File: src/rtl/sort4_serial_if.sv
// Stream bundle for sort4_serial: an input valid/ready channel and a sorted output channel.
// The slave modport is the sorter; the master modport is whoever feeds and drains it.
interface sort4_serial_if #(
  parameter int W = 4
);
  logic         in_valid;
  logic         in_ready;
  logic [W-1:0] in_data;
  logic         out_valid;
  logic         out_ready;
  logic [W-1:0] out_data;
  logic         out_last;

  modport master (
    output in_valid,
    output in_data,
    output out_ready,
    input  in_ready,
    input  out_valid,
    input  out_data,
    input  out_last
  );

  modport slave (
    input  in_valid,
    input  in_data,
    input  out_ready,
    output in_ready,
    output out_valid,
    output out_data,
    output out_last
  );
endinterface

File: src/rtl/sort4_serial.sv
// Serial 4-value sorter: loads four values, sorts them with a four-phase odd-even
// transposition network, then streams them out one per accepted transfer.
module sort4_serial #(
  parameter int W       = 4,
  parameter bit DESCEND = 1'b0
) (
  input  logic         clk,
  input  logic         rst_n,
  sort4_serial_if.slave bus,
  output logic [2:0]   swaps,
  output logic         busy
);

  typedef enum logic [1:0] {
    LOAD = 2'd0,
    SORT = 2'd1,
    OUT  = 2'd2
  } state_t;

  state_t       state;
  state_t       state_nxt;
  logic [1:0]   idx;
  logic [1:0]   oidx;
  logic [1:0]   phase;
  logic [W-1:0] r [4];

  logic         in_fire;
  logic         out_fire;
  logic         swap01;
  logic         swap12;
  logic         swap23;
  logic [2:0]   phase_swaps;

  // Strict comparison keeps equal values in place, which makes the sort stable.
  function automatic logic out_of_order(input logic [W-1:0] lhs, input logic [W-1:0] rhs);
    return DESCEND ? (lhs < rhs) : (lhs > rhs);
  endfunction

  assign in_fire  = bus.in_valid && (state == LOAD);
  assign out_fire = bus.out_ready && (state == OUT);

  assign swap01 = out_of_order(r[0], r[1]);
  assign swap12 = out_of_order(r[1], r[2]);
  assign swap23 = out_of_order(r[2], r[3]);

  always_comb begin
    phase_swaps = 3'd0;
    if (!phase[0]) begin
      phase_swaps = {2'b00, swap01} + {2'b00, swap23};
    end else begin
      phase_swaps = {2'b00, swap12};
    end
  end

  always_ff @(posedge clk) begin
    if (!rst_n) begin
      state <= LOAD;
    end else begin
      state <= state_nxt;
    end
  end

  always_comb begin
    state_nxt = state;
    unique case (state)
      LOAD: begin
        if (in_fire && (idx == 2'd3)) begin
          state_nxt = SORT;
        end
      end
      SORT: begin
        if (phase == 2'd3) begin
          state_nxt = OUT;
        end
      end
      OUT: begin
        if (out_fire && (oidx == 2'd3)) begin
          state_nxt = LOAD;
        end
      end
      default: state_nxt = LOAD;
    endcase
  end

  // Outputs depend only on registered state, so out_data has no path from any input.
  always_comb begin
    bus.in_ready  = (state == LOAD);
    bus.out_valid = (state == OUT);
    bus.out_last  = (state == OUT) && (oidx == 2'd3);
    bus.out_data  = (state == OUT) ? r[oidx] : '0;
    busy          = (state == SORT) || (state == OUT);
  end

  always_ff @(posedge clk) begin
    if (!rst_n) begin
      idx   <= 2'd0;
      oidx  <= 2'd0;
      phase <= 2'd0;
      swaps <= 3'd0;
      for (int i = 0; i < 4; i++) begin
        r[i] <= '0;
      end
    end else begin
      unique case (state)
        LOAD: begin
          oidx <= 2'd0;
          if (in_fire) begin
            r[idx] <= bus.in_data;
            idx    <= idx + 2'd1;
            if (idx == 2'd3) begin
              phase <= 2'd0;
              swaps <= 3'd0;
            end
          end
        end
        SORT: begin
          if (!phase[0]) begin
            if (swap01) begin
              r[0] <= r[1];
              r[1] <= r[0];
            end
            if (swap23) begin
              r[2] <= r[3];
              r[3] <= r[2];
            end
          end else if (swap12) begin
            r[1] <= r[2];
            r[2] <= r[1];
          end
          swaps <= swaps + phase_swaps;
          phase <= phase + 2'd1;
        end
        OUT: begin
          if (out_fire) begin
            oidx <= oidx + 2'd1;
          end
        end
        default: begin
          idx <= 2'd0;
        end
      endcase
    end
  end

endmodule
File: src/flat_wrapper.sv
// flat-port wrapper written by rule: the top's interface ports become plain ports
module sort4_serial_flat 
#(
  parameter int W       = 4,
  parameter bit DESCEND = 1'b0
)
  (clk, rst_n, swaps, busy, bus_in_valid, bus_in_data, bus_out_ready, bus_in_ready, bus_out_valid, bus_out_data, bus_out_last);
  sort4_serial_if #(.W(W)) bus_i ();
  input  logic clk;
  input  logic rst_n;
  output logic [2:0] swaps;
  output logic busy;
  input wire logic [$bits(bus_i.in_valid)-1:0] bus_in_valid;
  input wire logic [$bits(bus_i.in_data)-1:0] bus_in_data;
  input wire logic [$bits(bus_i.out_ready)-1:0] bus_out_ready;
  output wire logic [$bits(bus_i.in_ready)-1:0] bus_in_ready;
  output wire logic [$bits(bus_i.out_valid)-1:0] bus_out_valid;
  output wire logic [$bits(bus_i.out_data)-1:0] bus_out_data;
  output wire logic [$bits(bus_i.out_last)-1:0] bus_out_last;
  assign bus_i.in_valid = bus_in_valid;
  assign bus_i.in_data = bus_in_data;
  assign bus_i.out_ready = bus_out_ready;
  assign bus_in_ready = bus_i.in_ready;
  assign bus_out_valid = bus_i.out_valid;
  assign bus_out_data = bus_i.out_data;
  assign bus_out_last = bus_i.out_last;
  sort4_serial #(.W(W), .DESCEND(DESCEND)) u_core (.clk(clk), .rst_n(rst_n), .bus(bus_i), .swaps(swaps), .busy(busy));
endmodule
File: config.mk
export PLATFORM = sky130hd
export DESIGN_NAME = sort4_serial_flat
export DESIGN_NICKNAME = d
export VERILOG_FILES = /design/src/rtl/sort4_serial_if.sv /design/src/rtl/sort4_serial.sv /design/src/flat_wrapper.sv
export SDC_FILE = /design/constraint.sdc
export NUM_CORES = 1
export LEC_CHECK = 0
export ABC_CLOCK_PERIOD_IN_PS = 3400
export CAP_MARGIN = 5
export CORE_MARGIN = 8
export CORE_UTILIZATION = 35
export DETAILED_ROUTE_END_ITERATION = 8
export MAX_ROUTING_LAYER = met4
export PLACE_DENSITY = 0.51
export SYNTH_ARGS = -nofsm -noshare
export SYNTH_HDL_FRONTEND = slang
export SYNTH_SLANG_ARGS = --single-unit
File: constraint.sdc
create_clock -name clk -period 3.4 [get_ports clk]
set_input_delay 0.85 -clock clk [delete_from_list [all_inputs] [get_ports clk]]
set_output_delay 0.85 -clock clk [all_outputs]
set_load 0.01 [all_outputs]
==> results.md, run 1 <==
* Relative slew margins at 0.683
* Synth Flop Type: edfxtp_1
* R2R Path End: u_core.swaps[2]
* PwrDens at 328 mW/mm2
* Syn Nets at 243
* Die width at 92.5 um
* Yosys top cell area share at 0.235
* Wire per inst at 16.7 um
* Die footprint at 0.00855 mm2
* Clock root cell: clkbuf_8
* Fin crit share at 0.878
* DR iter-0 viols at 128
* Crit Reg-Reg Startpoint: u_core.r[1][2]
* Max-cap violations at 0
* Vias at 1,638
* Fraction of registers with async set/reset at 0
* Proportion of layout cells with a drive suffix above 1 at 0.0773
* Vias per std cell at 5.32
* Top post-synthesis cells by area: edfxtp_1, ha_1, dfxtp_1
* Most common cell in the synthesized netlist: inv_1
* Worst-Margin Slew at 0.474 ns
* Seq/Total Area, Yosys at 0.362
* Worst hold path depth at 2
* Fill cells at 594
* CTS max path bufs at 2
* Final Slew Violations at 0
* Worst Hold Path EP: u_core.idx[1]
* Initial antenna violation count at 0
* Post-CTS sizing at 0
* Diodes inserted at 0
* Leakage Power at 0.931 nW
* # H-tree levels at 2
* Worst-path maximum fanout at 4
* Clock buffer count from CTS at 5
* Outcome: finished, final reports clean
* Initial Util at 0.354
* Number of synthesized flops with an enable pin at 16
* Hold Violations, Final at 0
* Total Routing Usage GR at 0.133
* Multi-input gate area at 0.00119 mm2
* Final net count at 264
* Ys Warns at 0
* TritonCTS clock tree: done
* Synthesized flop and latch total at 29
* Post-synthesis cell type count at 40
* # setup viols final at 0
* Post-synth top cells: inv_1, ha_1, nand2_1, edfxtp_1, dfxtp_1
* Cells after Synth at 211
* CTS clock-pin slew for the worst setup and hold paths at 0.06 ns
* GP Congestion at 0.824
* Vias in the first global route at 1,602
* I/O pin total at 19
* First-pass GRT wire length at 8.45 mm
* CP Launch Type: register
* Worst EP arrival at 3.21 ns
* Cells on worst reg2reg path at 14
* Req. time, crit path at 3.62 ns
* Post-route ant nets at 0
* HPWL after DPL at 4.08 mm
* Clk_lat worst skew at 0.28 ns
* Fin worst setup slack at 0.416 ns
* Sum Neg Setup Slack at 0 ns
* Largest net degree at the start of global routing at 15
* Peak VDD IR at 0.000160 V
* Worst Hold Class: reg2reg
* Kind of end point of the critical path: register
* Placement Setup Slack at 0.470 ns
* # hold bufs at CTS at 0
* Area delta synth->final at 16.8%
* Final min period at 2.98 ns
* FF+latch area at 741 um2
* RSZ-0062 raised after global routing: false
* Crit path kind: reg2reg
* Synth Cell Area at 0.00205 mm2
* TritonRoute pass-1 iters at 4
* PortBufs at 18
* Hold path start: u_core.idx[1]
* Synth area leader: edfxtp_1
* Post-route clock skew at 0.00484 ns
* Synth Area per Inst at 9.70 um2
* WL final at 5.13 mm
* DRC at 0
* GRT overflow at 0
* Site Rows at 28
* Chip height at 92.5 um
* Achievable Freq at 335 MHz
* Post-CTS Setup Repair Bufs at 0
* Core area at 0.00578 mm2
* Clock sink total at 29
* R2R setup slack at 0.42 ns
==> worst max-delay path by stage <==
stage                      endpoint  cells past startpoint           start  slack [ns]
global route        u_core.swaps[2]                     14  u_core.r[1][2]        0.13
finish              u_core.swaps[2]                     14  u_core.r[1][2]        0.42
global placement    u_core.swaps[2]                     14  u_core.r[1][2]        0.44
floorplan           u_core.swaps[2]                     14  u_core.r[1][2]        0.81
detailed placement  u_core.swaps[2]                     14  u_core.r[1][2]        0.47
CTS                 u_core.swaps[2]                     14  u_core.r[1][2]        0.44
==> cell usage in the layout (no fill, tap or decap), drive strengths merged, types with 2 or more instances in the layout <==
master,instances
clkdlybuf4s50,18
nand4,3
nand3,4
nand2,19
buf,2
nand3b,2
a32oi,3
clkinv,3
edfxtp,16
clkbuf,5
a211oi,2
a221o,4
ha,23
a21boi,2
a32o,4
dfxtp,13
a21o,2
inv,24
o21ai,7
o21a,2
nor2,12
a22oi,5
and3,7
nor2b,8
o31ai,4
nand4b,2
mux4,4
a21oi,12
and2,12
==> layer usage <==
layer / track usage / share of wire
met3: 0.0275 / 0.057
met1: 0.161 / 0.46
met5: - / 0
met4: 0.0644 / 0.023
met2: 0.207 / 0.46
==> logic make-up (layout without fill, tap and decap cells) <==
kind of cell | after synthesis | count (layout) | synth area share
compound gates | 52 | 52 | 0.195
fa+ha+maj | 24 | 24 | 0.150
buf+inv | 30 | 52 | 0.0569
flops | 29 | 29 | 0.362
mux | 5 | 5 | 0.0489
simple gates | 71 | 71 | 0.187
==> sequential cells by signal (all words and copies together) (netlist names), named ones only <==
signal / cells
u_core.idx: 2
u_core.oidx: 2
u_core.phase: 2
u_core.r: 16
u_core.state: 2
u_core.swaps: 3
==> power breakdown <==
part           internal, mW  switching (mW)
Clock                 0.137           0.128
Combinational        0.0511          0.0646
Sequential            0.385          0.0189
==> per-stage QoR <==
step	hold slack, ns	std cells	total power [mW]	area (um2)	utilization
global route	0.556	308	0.832	2390	0.413
floorplan	0.480	211	0.484	2050	-
detailed placement	0.513	300	0.528	2310	0.399
finish	0.523	308	0.785	2390	0.413
global placement	0.506	300	0.528	2310	0.399
CTS	0.532	308	0.794	2390	0.413
==> layout make-up <==
cell class | count | area share
Clock buffer | 5 | 0.0288
Clock inverter | 3 | 0.00524
Inverter | 24 | 0.0377
Multi-Input combinational cell | 152 | 0.497
Sequential cell | 29 | 0.310
Tap cell | 75 | 0.0393
Timing Repair Buffer | 20 | 0.0817
==> worst max-delay path, cell delays in order, from the launching register on <==
cell and delay, ns:
edfxtp_1 0.46, inv_1 0.10, ha_1 0.34, a21oi_1 0.15, o221ai_1 0.22, and2_1 0.21
ha_1 0.27, a21o_1 0.11, ha_1 0.13, inv_1 0.05, fa_1 0.38, a211oi_1 0.23
a21o_1 0.11, a22oi_1 0.05, nor2b_1 0.11
(Power assumes the default switching activity.)
==> run 2: changes to the inputs <==
Settings changed: CORE_MARGIN 8 to 1.5.
==> run 2 against run 1 <==
Maximum frequency grew 2.8%. Die area fell by 26%. Combinational power about the same. Clock skew shrank 0.00083 ns. Core utilization up 1.2 points. Power increased by 0.64%. Non-clock buffer count decreased by 1. Sequential cell count did not move. Final cell count fell by 1.6%. Clock-buffer cell count rose by 1. Final area fell by 0.68%. Sequential power is essentially flat.
==> results.md, run 2 (synthesis gave the netlist of run 1 again) <==
* Vias per std cell at 5.26 (-1.1%)
* TritonCTS clock tree: done
* Clock share of power at 0.342 (+0.004)
* DR iter-0 viols at 124 (-3.1%)
* Die footprint at 0.00631 mm2 (-26%)
* Fill cells at 560 (-5.7%)
* Peak VDD IR at 0.000136 V (-15%)
* Final net count at 263 (-0.38%)
* Chip height at 79.5 um (-14%)
* Commonest non-fill, non-tap cell in the layout: inv_1
* I/O pin total at 19 (unchanged)
* Clock sink total at 29 (unchanged)
* Initial Util at 0.367 (+0.0131)
* Total Routing Usage GR at 0.193 (+0.0595)
* Biggest register: u_core.r
* Clk_lat worst skew at 0.28 ns (about the same)
* Worst Hold Class: reg2reg
* Worst Hold Path EP: u_core.phase[1]
* Largest net degree at the start of global routing at 18 (+3)
* Max-cap violations at 0 (unchanged)
* Req. time, crit path at 3.62 ns (about the same)
* Site Rows at 27 (-3.6%)
* Fin crit share at 0.854 (-0.0238)
* PwrDens at 333 mW/mm2 (+1.3%)
* Multi-input gate area at 0.00119 mm2 (unchanged)
* Area delta synth->final at 16.0%
* Post-CTS sizing at 0 (unchanged)
* Outcome: finished, final reports clean
* Crit path kind: reg2reg
* Worst hold path depth at 2 (unchanged)
* PortBufs at 18 (unchanged)
* Clock root cell: clkbuf_8
* First-pass GRT wire length at 8.73 mm (+3.4%)
* RSZ-0062 raised after global routing: false
* Pint at 574 uW (+0.13%)
* DRC at 0 (unchanged)
* Hold Slack at 0.516 ns (-0.00717 ns)
* Achievable Freq at 344 MHz (+2.8%)
* Post-CTS Setup Repair Bufs at 0 (unchanged)
* Hold path start: u_core.phase[1]
* Vias in the first global route at 1,660 (+3.6%)
* Post-route ant nets at 0 (unchanged)
* Largest registers: u_core.r (16), u_core.swaps (3)
* # hold bufs at CTS at 0 (unchanged)
* NetSw at 216 uW (+2.0%)
* Commonest non-fill, non-tap cells in the layout: inv_1, ha_1, nand2_1
* Relative slew margins at 0.700 (+0.0166)
* Hold Violations, Final at 0 (unchanged)
* CTS max path bufs at 2 (unchanged)
* R2R setup slack at 0.50 ns (+0.08 ns)
* # H-tree levels at 2 (unchanged)
* Max FFs per register at 16 (unchanged)
* TritonRoute pass-1 iters at 4 (unchanged)
* HPWL after DPL at 3.99 mm (-2.1%)
* Post-route clock skew at 0.00401 ns (-0.000826 ns)
* Diodes inserted at 0 (unchanged)
* Wire per inst at 17.2 um (+3.3%)
* # setup viols final at 0 (unchanged)
* Net Sw Frac at 0.273 (+0.00367)
* Final Slew Violations at 0 (unchanged)
* Cells on worst reg2reg path at 14 (unchanged)
* Clock buffer count from CTS at 5 (unchanged)
* Inst Count DP at 296 (-1.3%)
* Core area at 0.00557 mm2 (-3.6%)
* Initial antenna violation count at 0 (unchanged)
* FF+latch area at 741 um2 (unchanged)
* Final min period at 2.90 ns (-0.0808 ns)
* GRT overflow at 0 (unchanged)
* Leakage Power at 0.921 nW (-1.0%)
* CP Launch Type: register
* Crit Reg-Reg Startpoint: u_core.r[1][2]
* Sum Neg Setup Slack at 0 ns (unchanged)
* WL final at 5.22 mm (+1.6%)
* R2R Path End: u_core.swaps[2]
* Kind of end point of the critical path: register
* Proportion of layout cells with a drive suffix above 1 at 0.0693 (-0.00799)
* Logic pwr share at 0.149 (+0.002)
* Non-Filler Instances at 303 (-1.6%)
* Worst-path maximum fanout at 4 (unchanged)
* Flop pwr share at 0.509 (-0.006)
* Vias at 1,594 (-2.7%)
* Worst-Margin Slew at 0.447 ns (-0.0271 ns)
* CTS clock-pin slew for the worst setup and hold paths at 0.06 ns (about the same)
* Worst EP arrival at 3.12 ns (-0.09 ns)
* Die width at 79.5 um (-14%)
* GP Congestion at 0.866 (+5.2%)
## run 2: power groups by stage
stage | combinational, mW | sequential (mW) | clock, mW
6_report | 0.117 | 0.402 | 0.270
5_1_grt | 0.135 | 0.403 | 0.295
4_1_cts | 0.118 | 0.402 | 0.277
3_5_place_dp | 0.117 | 0.410 | 0
3_3_place_gp | 0.118 | 0.410 | 0
2_1_floorplan | 0.0824 | 0.401 | 0
## run 2: worst max path at each step
| stage | from | endpoint | slack [ns] | cells past startpoint |
|---|---|---|---|---|
| 3_3_place_gp | u_core.r[1][2] | u_core.swaps[2] | 0.58 | 14 |
| 4_1_cts | u_core.r[1][2] | u_core.swaps[2] | 0.50 | 14 |
| 6_report | u_core.r[1][2] | u_core.swaps[2] | 0.50 | 14 |
| 5_1_grt | u_core.r[1][2] | u_core.swaps[2] | 0.30 | 14 |
| 2_1_floorplan | u_core.r[1][2] | u_core.swaps[2] | 0.81 | 14 |
| 3_5_place_dp | u_core.r[1][2] | u_core.swaps[2] | 0.52 | 14 |
## run 2: critical path, cell delays in order (launching register included)
cell,delay (ns)
edfxtp_1,0.41
inv_1,0.08
ha_1,0.34
a21oi_1,0.19
o221ai_1,0.17
and2_1,0.18
ha_1,0.27
a21o_1,0.11
ha_1,0.13
inv_1,0.05
fa_1,0.37
a211oi_1,0.25
a21o_1,0.12
a22oi_1,0.05
nor2b_1,0.11
## run 2: cell type report
type	count	area share
Clock buffer	6	0.0306
Clock inverter	1	0.00158
Inverter	24	0.0380
Multi-Input combinational cell	152	0.501
Sequential cell	29	0.312
Tap cell	72	0.0380
Timing Repair Buffer	19	0.0791
## run 2: metal layers
metal	track usage	up-vias	part of all wire
met1	0.248	739	0.48
met5	-	-	0
met4	0.0614	0	0.011
met2	0.304	33	0.47
li1	-	816	-
met3	0.0389	6	0.041
## run 2: stage by stage
stage / instance area (um2) / setup slack (ns) / power, mW / util
5_1_grt: 2370 / 0.297 / 0.834 / 0.426
4_1_cts: 2370 / 0.499 / 0.797 / 0.426
2_1_floorplan: 2050 / 0.812 / 0.484 / -
3_5_place_dp: 2300 / 0.521 / 0.527 / 0.412
3_3_place_gp: 2300 / 0.584 / 0.527 / 0.412
6_report: 2370 / 0.497 / 0.790 / 0.426
